$ cat src/rtl/raster_scan_counter_pkg.sv
// Shared constants for the raster scan counter:
// FSM encoding, default widths and VGA frame limits.
package scan_pkg;

    localparam logic [0:0] ST_IDLE = 1'b0;
    localparam logic [0:0] ST_RUN  = 1'b1;

    localparam int XW_DEF = 10;
    localparam int YW_DEF = 10;

    localparam int X_LIM_VGA = 639;
    localparam int Y_LIM_VGA = 479;

endpackage

$ cat src/rtl/raster_scan_counter_if.sv
// Control/pixel bundle between the control FSM, the scan
// counter and the per-pixel pipeline.
interface raster_scan_counter_if
    import scan_pkg::*;
#(
    parameter int XW = XW_DEF,
    parameter int YW = YW_DEF
);

    logic          clk_en;
    logic          pause;
    logic          start;
    logic          abort;
    logic          continuous;
    logic [XW-1:0] x_lim;
    logic [YW-1:0] y_lim;
    logic [XW-1:0] x;
    logic [YW-1:0] y;
    logic          busy;
    logic          line_tick;
    logic          frame_tick;
    logic          done;

    modport master (
        output clk_en, pause, start, abort, continuous,
        output x_lim, y_lim,
        input  x, y, busy, line_tick, frame_tick, done
    );

    modport slave (
        input  clk_en, pause, start, abort, continuous,
        input  x_lim, y_lim,
        output x, y, busy, line_tick, frame_tick, done
    );

endinterface

$ cat src/rtl/raster_scan_counter_axis_counter.sv
// One axis of the raster walk: counts 0..lim and wraps,
// with a clear that overrides the increment.
module axis_counter #(
    parameter int W = 10
) (
    input  logic         clk,
    input  logic         reset,
    input  logic         inc,
    input  logic         clear,
    input  logic [W-1:0] lim,
    output logic [W-1:0] q,
    output logic         at_lim
);

    logic [W-1:0] q_q;
    logic [W-1:0] q_d;

    assign at_lim = (q_q == lim);
    assign q      = q_q;

    always_comb begin
        q_d = q_q;
        if (clear) begin
            q_d = '0;
        end else if (inc) begin
            q_d = at_lim ? '0 : q_q + 1'b1;
        end
    end

    always_ff @(posedge clk) begin
        if (reset) begin
            q_q <= '0;
        end else begin
            q_q <= q_d;
        end
    end

endmodule

$ cat src/rtl/raster_scan_counter.sv
// Two-axis raster scan counter: IDLE/RUN FSM, per-frame
// limit latches, line/frame ticks and one-shot done pulse.
module raster_scan_counter
    import scan_pkg::*;
#(
    parameter int XW = XW_DEF,
    parameter int YW = YW_DEF
) (
    input  logic                  clk,
    input  logic                  reset,
    raster_scan_counter_if.slave  bus
);

    logic [0:0]    state_q;
    logic [0:0]    state_d;
    logic [XW-1:0] xl_q;
    logic [XW-1:0] xl_d;
    logic [YW-1:0] yl_q;
    logic [YW-1:0] yl_d;
    logic          done_q;
    logic          done_d;

    logic          run;
    logic          adv;
    logic          go;
    logic          kill;
    logic          frame_end;
    logic          relatch;
    logic          x_at;
    logic          y_at;
    logic [XW-1:0] x_q;
    logic [YW-1:0] y_q;

    assign run  = (state_q == ST_RUN);
    assign adv  = run & bus.clk_en & ~bus.pause;
    assign go   = ~run & bus.start & ~bus.abort;
    assign kill = run & bus.abort;

    // abort wins over a coincident frame-end advance
    assign frame_end = adv & x_at & y_at & ~bus.abort;
    assign relatch   = go | (frame_end & bus.continuous);

    always_comb begin
        state_d = state_q;
        if (go) begin
            state_d = ST_RUN;
        end else if (kill) begin
            state_d = ST_IDLE;
        end else if (frame_end & ~bus.continuous) begin
            state_d = ST_IDLE;
        end
    end

    always_comb begin
        xl_d   = relatch ? bus.x_lim : xl_q;
        yl_d   = relatch ? bus.y_lim : yl_q;
        done_d = frame_end & ~bus.continuous;
    end

    always_ff @(posedge clk) begin
        if (reset) begin
            state_q <= ST_IDLE;
            xl_q    <= '0;
            yl_q    <= '0;
            done_q  <= 1'b0;
        end else begin
            state_q <= state_d;
            xl_q    <= xl_d;
            yl_q    <= yl_d;
            done_q  <= done_d;
        end
    end

    axis_counter #(.W(XW)) u_x (
        .clk    (clk),
        .reset  (reset),
        .inc    (adv),
        .clear  (go | kill),
        .lim    (xl_q),
        .q      (x_q),
        .at_lim (x_at)
    );

    axis_counter #(.W(YW)) u_y (
        .clk    (clk),
        .reset  (reset),
        .inc    (adv & x_at),
        .clear  (go | kill),
        .lim    (yl_q),
        .q      (y_q),
        .at_lim (y_at)
    );

    assign bus.x          = x_q;
    assign bus.y          = y_q;
    assign bus.busy       = run;
    assign bus.line_tick  = run & x_at;
    assign bus.frame_tick = run & x_at & y_at;
    assign bus.done       = done_q;

endmodule

$ cat src/flat_wrapper.sv
// flat-port wrapper written by rule: the top's interface ports become plain ports
module raster_scan_counter_flat import scan_pkg::*;
#(
    parameter int XW = XW_DEF,
    parameter int YW = YW_DEF
)
  (clk, reset, bus_clk_en, bus_pause, bus_start, bus_abort, bus_continuous, bus_x_lim, bus_y_lim, bus_x, bus_y, bus_busy, bus_line_tick, bus_frame_tick, bus_done);
  raster_scan_counter_if #(.XW(XW), .YW(YW)) bus_i ();
  input  logic clk;
  input  logic reset;
  input wire logic [$bits(bus_i.clk_en)-1:0] bus_clk_en;
  input wire logic [$bits(bus_i.pause)-1:0] bus_pause;
  input wire logic [$bits(bus_i.start)-1:0] bus_start;
  input wire logic [$bits(bus_i.abort)-1:0] bus_abort;
  input wire logic [$bits(bus_i.continuous)-1:0] bus_continuous;
  input wire logic [$bits(bus_i.x_lim)-1:0] bus_x_lim;
  input wire logic [$bits(bus_i.y_lim)-1:0] bus_y_lim;
  output wire logic [$bits(bus_i.x)-1:0] bus_x;
  output wire logic [$bits(bus_i.y)-1:0] bus_y;
  output wire logic [$bits(bus_i.busy)-1:0] bus_busy;
  output wire logic [$bits(bus_i.line_tick)-1:0] bus_line_tick;
  output wire logic [$bits(bus_i.frame_tick)-1:0] bus_frame_tick;
  output wire logic [$bits(bus_i.done)-1:0] bus_done;
  assign bus_i.clk_en = bus_clk_en;
  assign bus_i.pause = bus_pause;
  assign bus_i.start = bus_start;
  assign bus_i.abort = bus_abort;
  assign bus_i.continuous = bus_continuous;
  assign bus_i.x_lim = bus_x_lim;
  assign bus_i.y_lim = bus_y_lim;
  assign bus_x = bus_i.x;
  assign bus_y = bus_i.y;
  assign bus_busy = bus_i.busy;
  assign bus_line_tick = bus_i.line_tick;
  assign bus_frame_tick = bus_i.frame_tick;
  assign bus_done = bus_i.done;
  raster_scan_counter #(.XW(XW), .YW(YW)) u_core (.clk(clk), .reset(reset), .bus(bus_i));
endmodule
$ cat config.mk
export PLATFORM = sky130hd
export DESIGN_NAME = raster_scan_counter_flat
export DESIGN_NICKNAME = d
export VERILOG_FILES = /design/src/rtl/raster_scan_counter_pkg.sv /design/src/rtl/raster_scan_counter_if.sv /design/src/rtl/raster_scan_counter_axis_counter.sv /design/src/rtl/raster_scan_counter.sv /design/src/flat_wrapper.sv
export SDC_FILE = /design/constraint.sdc
export NUM_CORES = 1
export LEC_CHECK = 0
export ABC_CLOCK_PERIOD_IN_PS = 2100
export BUFFER_PORTS_ARGS = -buffer_cell sky130_fd_sc_hd__buf_2
export CORE_ASPECT_RATIO = 1.75
export CORE_UTILIZATION = 49
export DETAILED_ROUTE_END_ITERATION = 16
export PLACE_DENSITY = 0.76
export SLEW_MARGIN = 20
export SYNTH_ARGS = -nofsm -noshare
export SYNTH_HDL_FRONTEND = slang
export SYNTH_HIERARCHICAL = 1
export SYNTH_SLANG_ARGS = --single-unit
$ cat constraint.sdc
create_clock -name clk -period 2.1 [get_ports clk]
set_input_delay 0.42 -clock clk [delete_from_list [all_inputs] [get_ports clk]]
set_output_delay 0.42 -clock clk [all_outputs]
set_load 0.02 [all_outputs]
==> metrics.yaml <==
powerDensity_nw_per_um2: 556
r2r_end: "u_core/u_y/q[8]$_SDFFE_PP0P_"
fin_tns_setup_ns: 0
fmax_mhz: 476
drt_iter0_drc: 45
htree_num_levels: 2
cp-startpoint: "u_core/u_x/q[1]$_SDFFE_PP0P_"
initial_core_util: 0.519
tightest_slew_ns: 0.520
overflow: 0
synth_cell_type_count: 37
hpwl_um: 4020
slowest_delay_ns: 0.36
path_clk_slew_ns: 0.09
synth_top_family_by_area: "simple AND/OR/NAND/NOR gates"
start_kind: "register"
row_count: 32
slew_violations: 0
cts_buffers: 5
drive_gt1_frac: 0.429
final_cell_mix: "buf_2, nand2b_1, buf_4, dfxtp_1, xnor2_1"
drc: 0
period_needed_ns: 2.10
syn_nets: 267
finalPower_mw: 1.69
postSynthAreaPerCell_um2: 9.70
seq_area_um2: 881
slew_headroom: 0.653
place_congestion: 0.843
vias: 1961
rr_startpoint: "u_core/u_x/q[1]$_SDFFE_PP0P_"
hold_viol_final: 0
muxShareOfSynthArea: 0.0867
grt_util_all_layers: 0.233
status: "finished, final reports clean"
synthAdderAreaFrac: 0.0108
synthSimpleGateAreaFrac: 0.256
fin_nets: 345
die_area_um2: 5000
crit_path_end_kind: "register"
critical_path.cell_chain: "xnor2_2 -> nand4_2 -> nor3_4 -> and4b_4 -> and3_4 -> or3b_1 -> xnor2_1 -> a211oi_1"
antenna_found_initial: 0
min_path_type: "input port to register"
cp_slowest_cell: "or3b_1"
die_y_um: 92.8
rsz0062_at_grt: "yes"
routedWlPerCell_um: 15.1
synth_warnings: 6
place.port_buffers: 50
regToRegSetupSlack_ns: 0.0003
ys_seq_elements: 42
cts_root_buf: "clkbuf_8"
ir_drop_uv: 523
cts_sinks: 42
wl_um: 5540
setup_viol: 0
viasPerCell: 5.33
required_ns: 2.32
ff2ff_path_depth: 8
layout_commonest_cell: "buf_2"
fill_cells: 367
synth_cells: 238
fin_skew_ns: 0.00764
clk_latency_ns: 0.30
final_antenna_net_count: 0
drv_cap: 0
cts_max_path_buffers: 2
core_area_um2: 4440
fin_crit_sh: 1.00
cp.arrival_ns: 2.32
placed_area_um2: 2780
grt_max_degree: 45
diodes: 0
syn_area_um2: 2310
multi_input_area_um2: 1430
ioPinCount: 51
cts_tree: "built"
grt_pass1_vias: 1908
area.growth.synth_to_final_pct: 31.3
die_x_um: 53.9
grt_pass1_wl_um: 8400
seq_area_frac_synth: 0.364
drt-pass1-iter-count: 4
synth_compound_area_frac: 0.106
leakagePower_nw: 1.28
synth_xor_area_frac: 0.136
worst-path-max-fanout: 4
critPathCapture: "u_core/u_y/q[8]$_SDFFE_PP0P_"
final_area_um2: 3030
crit_type: "register to register"
[registers in the layout, indices dropped and copies added, names as in the netlist]
register and flops:
u_core/bus.busy 1, u_core/bus.done 1, u_core/u_x/q 10, u_core/u_y/q 10, u_core/xl_q 10, u_core/yl_q 10
[layout make-up]
type | instances | area share
Clock buffer | 5 | 0.0227
Tap cell | 51 | 0.0210
Clock inverter | 3 | 0.00825
Timing Repair Buffer | 83 | 0.175
Inverter | 8 | 0.00991
Multi-Input combinational cell | 176 | 0.473
Sequential cell | 42 | 0.291
[routing by layer]
layer | global-route usage | vias to the layer above | part of all wire | routed length [µm]
met5 | 0 | - | 0 | 0
met4 | 0.127 | 0 | 0.028 | 157
met3 | 0.0394 | 15 | 0.033 | 184
met2 | 0.440 | 48 | 0.57 | 3140
met1 | 0.215 | 918 | 0.37 | 2060
li1 | - | 980 | - | -
[critical path: cells and delay by family, from the launching register on]
family / cells / cell delay [ns]
compound gates: 1 / 0.17
simple gates: 5 / 1.19
flops: 1 / 0.34
xor+xnor: 2 / 0.31
[stage by stage]
stage	setup WS [ns]	util	hold WS, ns	cells
after floorplan	-0.179	-	0.464	238
after global placement	0.0504	0.626	0.476	351
after detailed placement	-0.0311	0.626	0.487	351
after CTS	-0.0116	0.656	0.328	361
after global routing	-0.135	0.682	0.331	368
final	0.000259	0.682	0.334	368
[cells by family (layout without fill, tap and decap cells)]
logic type	count (synthesis)	after routing
and+or+nand+nor	90	90
DFF	42	42
xor gates and xnor gates	34	34
AOI/OAI and AO/OA	30	30
muxes	20	20
buffers and inverters	20	99
adders and majority gates	2	2
[worst min-delay path by stage]
stage,startpoint,end,slack (ns),cells past startpoint
CTS,bus_continuous,u_core/bus.done$_SDFF_PP0_,0.33,2
floorplan,u_core/xl_q[5]$_SDFFE_PP0P_,u_core/xl_q[5]$_SDFFE_PP0P_,0.46,2
detailed placement,u_core/yl_q[1]$_SDFFE_PP0P_,u_core/yl_q[1]$_SDFFE_PP0P_,0.49,2
global route,bus_continuous,u_core/bus.done$_SDFF_PP0_,0.33,2
finish,bus_continuous,u_core/bus.done$_SDFF_PP0_,0.33,2
global placement,u_core/yl_q[5]$_SDFFE_PP0P_,u_core/yl_q[5]$_SDFFE_PP0P_,0.48,2
[report_power, final]
group,internal [mW],total [mW],switching (mW)
logic,0.158,0.301,0.143
registers,0.811,0.830,0.0189
clock network,0.240,0.556,0.316
total,1.21,1.69,0.477
[Yosys cell counts]
cell      instances  area share
inv_1             8       0.013
a211oi_2          2       0.011
xnor2_1          26       0.099
or2b_1            2      0.0065
nand2b_1         44        0.12
nor3b_2           1      0.0054
clkbuf_1          6      0.0098
dfxtp_1          42        0.36
and2_1            1      0.0027
nor4_2            2       0.011
xnor2_2           2       0.014
buf_1             2      0.0033
a311oi_1          1      0.0038
xor2_1            6       0.023
buf_6             2      0.0098
a31oi_4           1      0.0092
nor2_1            6      0.0098
ha_1              2       0.011
o311ai_0          4       0.015
and4b_4           1      0.0060
nor2b_1           3      0.0081
or3b_1            2      0.0076
nor3_1            1      0.0022
nand4_2           2       0.011
o21ba_2           1      0.0043
a21o_1            1      0.0033
a21oi_1           6       0.013
buf_2             2      0.0043
nand2_1           9       0.015
nor3b_1           1      0.0033
nand4_1           8       0.022
nor3_4            2       0.014
mux2i_1          20       0.087
o32ai_1           2      0.0076
or2_2             2      0.0054
a211oi_1         12       0.039
and3_1            3      0.0081
[what timing repair did]
action | in CTS | in global routing
hold endpoints to repair | 0 | 0
resized for setup | 9 | 19
setup endpoints to repair | 3 | 8
buffers inserted | 2 | 7
hold buffers | 0 | 0
pin swaps | 4 | 12
Power figures use the tool's default switching activity.
